--- config.mk ---
export PLATFORM = sky130hd
export DESIGN_NAME = cordic_vector
export DESIGN_NICKNAME = d
export VERILOG_FILES = /design/src/rtl/cordic_vector.sv
export SDC_FILE = /design/constraint.sdc
export NUM_CORES = 1
export LEC_CHECK = 0
export ABC_AREA = 1
export CAP_MARGIN = 20
export CORE_MARGIN = 2
export CORE_UTILIZATION = 37
export CTS_CLUSTER_SIZE = 30
export DETAILED_ROUTE_END_ITERATION = 8
export PLACE_DENSITY = 0.53
export SLEW_MARGIN = 30
export SYNTH_ARGS = -nofsm -noshare
export SYNTH_HDL_FRONTEND = slang
export SYNTH_SLANG_ARGS = --single-unit
--- constraint.sdc ---
create_clock -name clk -period 7.1 [get_ports clk]
set_clock_uncertainty 0.15 [all_clocks]
set_input_delay 1.775 -clock clk [delete_from_list [all_inputs] [get_ports clk]]
set_output_delay 1.775 -clock clk [all_outputs]
set_load 0.01 [all_outputs]
--- src/rtl/cordic_vector.sv ---
// cordic_vector: iterative vectoring-mode CORDIC.
// Converts a signed Cartesian pair into an uncompensated magnitude (x K,
// K ~ 1.64676) and a binary angle (65536 LSB = pi rad), performing one
// micro-rotation per clock under a start/valid handshake.
//
// Ports:
//   clk      in   1   system clock, rising edge
//   rst      in   1   asynchronous active-high reset
//   start    in   1   request pulse, sampled only when idle
//   x_i      in  17   signed X input
//   y_i      in  17   signed Y input
//   busy     out  1   operation in progress
//   valid_o  out  1   one-cycle pulse, mag_o/theta_o updated
//   mag_o    out 19   unsigned magnitude x K
//   theta_o  out 17   signed angle, range [-65536, 65535]
module cordic_vector #(
  parameter int unsigned ITER = 16
) (
  input  logic        clk,
  input  logic        rst,
  input  logic        start,
  input  logic [16:0] x_i,
  input  logic [16:0] y_i,
  output logic        busy,
  output logic        valid_o,
  output logic [18:0] mag_o,
  output logic [16:0] theta_o
);

  localparam logic [1:0] S_IDLE = 2'd0;
  localparam logic [1:0] S_PRE  = 2'd1;
  localparam logic [1:0] S_ITER = 2'd2;
  localparam logic [1:0] S_DONE = 2'd3;

  localparam logic [3:0] LAST = 4'(ITER - 1);

  logic [1:0]         state_q, state_d;
  logic signed [19:0] x_q, x_d;
  logic signed [19:0] y_q, y_d;
  logic [16:0]        z_q, z_d;
  logic [3:0]         cnt_q, cnt_d;
  logic               valid_q, valid_d;
  logic [18:0]        mag_q, mag_d;
  logic [16:0]        theta_q, theta_d;

  logic [16:0]        atan_c;
  logic signed [19:0] xs, ys;

  always_comb begin
    case (cnt_q)
      4'd0:    atan_c = 17'd16384;
      4'd1:    atan_c = 17'd9672;
      4'd2:    atan_c = 17'd5110;
      4'd3:    atan_c = 17'd2594;
      4'd4:    atan_c = 17'd1302;
      4'd5:    atan_c = 17'd652;
      4'd6:    atan_c = 17'd326;
      4'd7:    atan_c = 17'd163;
      4'd8:    atan_c = 17'd81;
      4'd9:    atan_c = 17'd41;
      4'd10:   atan_c = 17'd20;
      4'd11:   atan_c = 17'd10;
      4'd12:   atan_c = 17'd5;
      4'd13:   atan_c = 17'd3;
      default: atan_c = 17'd1;
    endcase
  end

  assign xs = x_q >>> cnt_q;
  assign ys = y_q >>> cnt_q;

  always_comb begin
    state_d = state_q;
    x_d     = x_q;
    y_d     = y_q;
    z_d     = z_q;
    cnt_d   = cnt_q;
    valid_d = 1'b0;
    mag_d   = mag_q;
    theta_d = theta_q;
    case (state_q)
      S_IDLE: begin
        if (start) begin
          x_d     = {{3{x_i[16]}}, x_i};
          y_d     = {{3{y_i[16]}}, y_i};
          state_d = S_PRE;
        end
      end
      S_PRE: begin
        // Fold left half-plane into the right so the iterations only
        // have to cover +/-90 degrees; z starts at the fold angle.
        cnt_d = '0;
        if (!x_q[19]) begin
          z_d = '0;
        end else if (!y_q[19]) begin
          x_d = y_q;
          y_d = -x_q;
          z_d = 17'h08000;
        end else begin
          x_d = -y_q;
          y_d = x_q;
          z_d = 17'h18000;
        end
        state_d = S_ITER;
      end
      S_ITER: begin
        if (!y_q[19]) begin
          x_d = x_q + ys;
          y_d = y_q - xs;
          z_d = z_q + atan_c;
        end else begin
          x_d = x_q - ys;
          y_d = y_q + xs;
          z_d = z_q - atan_c;
        end
        cnt_d = cnt_q + 4'd1;
        if (cnt_q == LAST) state_d = S_DONE;
      end
      S_DONE: begin
        mag_d   = x_q[18:0];
        theta_d = z_q;
        valid_d = 1'b1;
        state_d = S_IDLE;
      end
    endcase
  end

  always_ff @(posedge clk or posedge rst) begin
    if (rst) begin
      state_q <= S_IDLE;
      x_q     <= '0;
      y_q     <= '0;
      z_q     <= '0;
      cnt_q   <= '0;
      valid_q <= 1'b0;
      mag_q   <= '0;
      theta_q <= '0;
    end else begin
      state_q <= state_d;
      x_q     <= x_d;
      y_q     <= y_d;
      z_q     <= z_d;
      cnt_q   <= cnt_d;
      valid_q <= valid_d;
      mag_q   <= mag_d;
      theta_q <= theta_d;
    end
  end

  assign busy    = (state_q != S_IDLE);
  assign valid_o = valid_q;
  assign mag_o   = mag_q;
  assign theta_o = theta_q;

endmodule
==> results.cfg <==
[synthesis]
synth_edf_count = 0
synth_cell_types = 53
synth.top_cells.by_area = dfrtp_1 (22%), nand2_1 (14%), nand3_1 (10%)
syn_nets = 1956
synthCells = 1843
synth_top_area_frac = 0.220
synth_commonest_cells = nand2_1 (438), nand3_1 (238), inv_1 (186), a21oi_1 (161), nor2_1 (160)
yosysSeqAreaShare = 0.220
synth_area_um2 = 11400
muxShareOfSynthArea = 0.00395
synthAdderAreaFrac = 0.0855
yosys.area.top_type = dfrtp_1
synth_compound_area_frac = 0.199
ys_ff_latch = 100
synth_xor_area_frac = 0.0400
synthSimpleGateAreaFrac = 0.355
async_flop_share = 1.00
post-synth-top-count-cell = nand2_1
syn_area_per_cell_um2 = 6.18
synth_warnings = 0
synth_top_family_by_area = simple AND/OR/NAND/NOR gates
synth_ff_type = dfrtp_1

[route]
wl_per_cell_um = 20.5
ant_nets = 0
drc = 0
viasPerCell = 5.69
first_pass_iters = 7
drtIter0Drc = 1202
wl_um = 46400
vias = 12900

[critical_path]
reg2reg_from = cnt_q[2]$_DFFE_PP0N_
path_class = reg -> reg
cp_max_fo = 42
cp-end-kind = flop
crit_required_ps = 7180
r2r_slack_ps = 1780
r2r_end = y_q[15]$_DFFE_PP0P_
startpoint_type = flop
arrival_ps = 5390
r2r_cells = 24

[sta]
tightest_slew_ps = 870
slew_headroom = 0.416
slew_violations = 0
setup_violations = 0
fmax_mhz = 188
rsz0062_at_grt = no
hold_violations = 0
finalCritPeriodShare = 0.749
min_period_ps = 5320
finalSetupTns_ps = 0

[clocking]
numClockSinks = 100
postCtsResizedCells = 0
ctsHoldBuffers = 0
cts_tree = done
clockRootBuffer = clkbuf_16
cts_max_path_buffers = 2
insertion_delay_ps = 370
postCtsSetupBuffers = 0
numCtsBuffers = 9
clk_transition_reported_paths_ps = 70
htreeDepth = 3

[min_path]
min_path_cells = 2
min_from = z_q[16]$_DFFE_PP0N_
hp-class = reg -> reg
whs_endpoint = z_q[16]$_DFFE_PP0N_

[grt]
antenna_found_initial = 0
grt_usage = 0.283
grt_start_max_net_pins = 73
grt_overflow = 0
grt_pass1_vias = 11800
grt_pass1_wl_um = 71000

[finish]
num_antenna_cells = 0
drive_gt1_frac = 0.0466
area_growth_pct = 11.2
final_net_count = 1976

[flow_run]
max-cap-violations = 0

[die]
coreArea_um2 = 30400
design.portCount = 75
die_w_um = 179
die_y_um = 179
core.rowCount = 64
initial_core_util = 0.374
dieArea_um2 = 32200

[placed_design]
gp_congestion = 0.962
hpwlAfterDp_um = 35500
portBuffers = 74

[run_status]
status = complete, no violations
## cell families (layout without fill, tap and decap cells)
kind of cell,count (synthesis),count (layout)
mux,4,4
compound gates,405,405
simple gates,933,933
xor+xnor,52,52
flops,100,100
fa+ha+maj,76,76
buf+inv,273,298
## through the flow
stage	setup WS (ps)	hold WS, ps	utilization	instances	instance area, um^2
floorplan	2560	321	-	1843	11400
global placement	1850	340	0.406	2248	12400
detailed placement	1870	349	0.406	2248	12400
CTS	1840	367	0.416	2264	12700
global route	1430	382	0.416	2264	12700
finish	1780	363	0.416	2264	12700
## placed cells by master (no fill, tap or decap), types with 11 or more instances in the layout
cell             instances
nand2_1                438
nand3_1                238
inv_1                  184
a21oi_1                161
nor2_1                 160
o21ai_0                141
dfrtp_1                 99
clkdlybuf4s50_1         74
ha_1                    71
xor2_1                  45
o211ai_1                30
nor3_1                  30
nand4_1                 20
nand2_2                 18
buf_4                   13
o21ai_1                 12
a31oi_1                 11
## sequential cells by signal (all words and copies together), names as in the netlist
name     cells
y_q         20
state_q      2
theta_o     17
cnt_q        4
valid_o      1
x_q         20
z_q         17
mag_o       19
## how the worst max path moves through the flow
stage,from,endpoint
after floorplan,rst,cnt_q[0]$_DFFE_PP0N_
after global placement,cnt_q[2]$_DFFE_PP0N_,y_q[13]$_DFFE_PP0P_
after detailed placement,cnt_q[2]$_DFFE_PP0N_,y_q[15]$_DFFE_PP0P_
after CTS,cnt_q[2]$_DFFE_PP0N_,y_q[15]$_DFFE_PP0P_
after global routing,cnt_q[2]$_DFFE_PP0N_,y_q[15]$_DFFE_PP0P_
final,cnt_q[2]$_DFFE_PP0N_,y_q[15]$_DFFE_PP0P_
## critical path: stages, from the launching register on
cell	delay, ps
dfrtp_1	830
inv_2	520
nand3_1	260
nand2_1	70
nand2_1	90
nand2_2	110
inv_1	70
ha_1	150
nand3_1	110
nor2_2	170
nand4_1	120
nand2_1	110
xor2_1	190
inv_1	70
ha_1	360
a21oi_1	330
o21a_1	150
nand2_1	60
a21oi_1	360
o21bai_1	150
or2_2	290
nand3_1	100
nand3_1	80
o211ai_1	120
o21ai_0	110
## final cells by class
cell class              count  area [um^2]
clock buffers              10          229
clock inverters             6         71.3
fillers                  3332        17800
inverters                 195          737
multi-input cells        1470         7800
flip-flops and latches    100         2500
well taps                 396          495
repair buffers             87          838
## layer usage
layer  vias to the layer above  global-route usage  routed length (um)
li1                       6252                   -                   -
met4                         0              0.0803                1320
met1                      5987               0.422               22100
met3                        67              0.0636                4200
met5                         -                   0                   0
met2                       568               0.404               18800
Power is not shown: default switching activity piles up to over one toggle a cycle in this logic, so the estimate is an artifact.
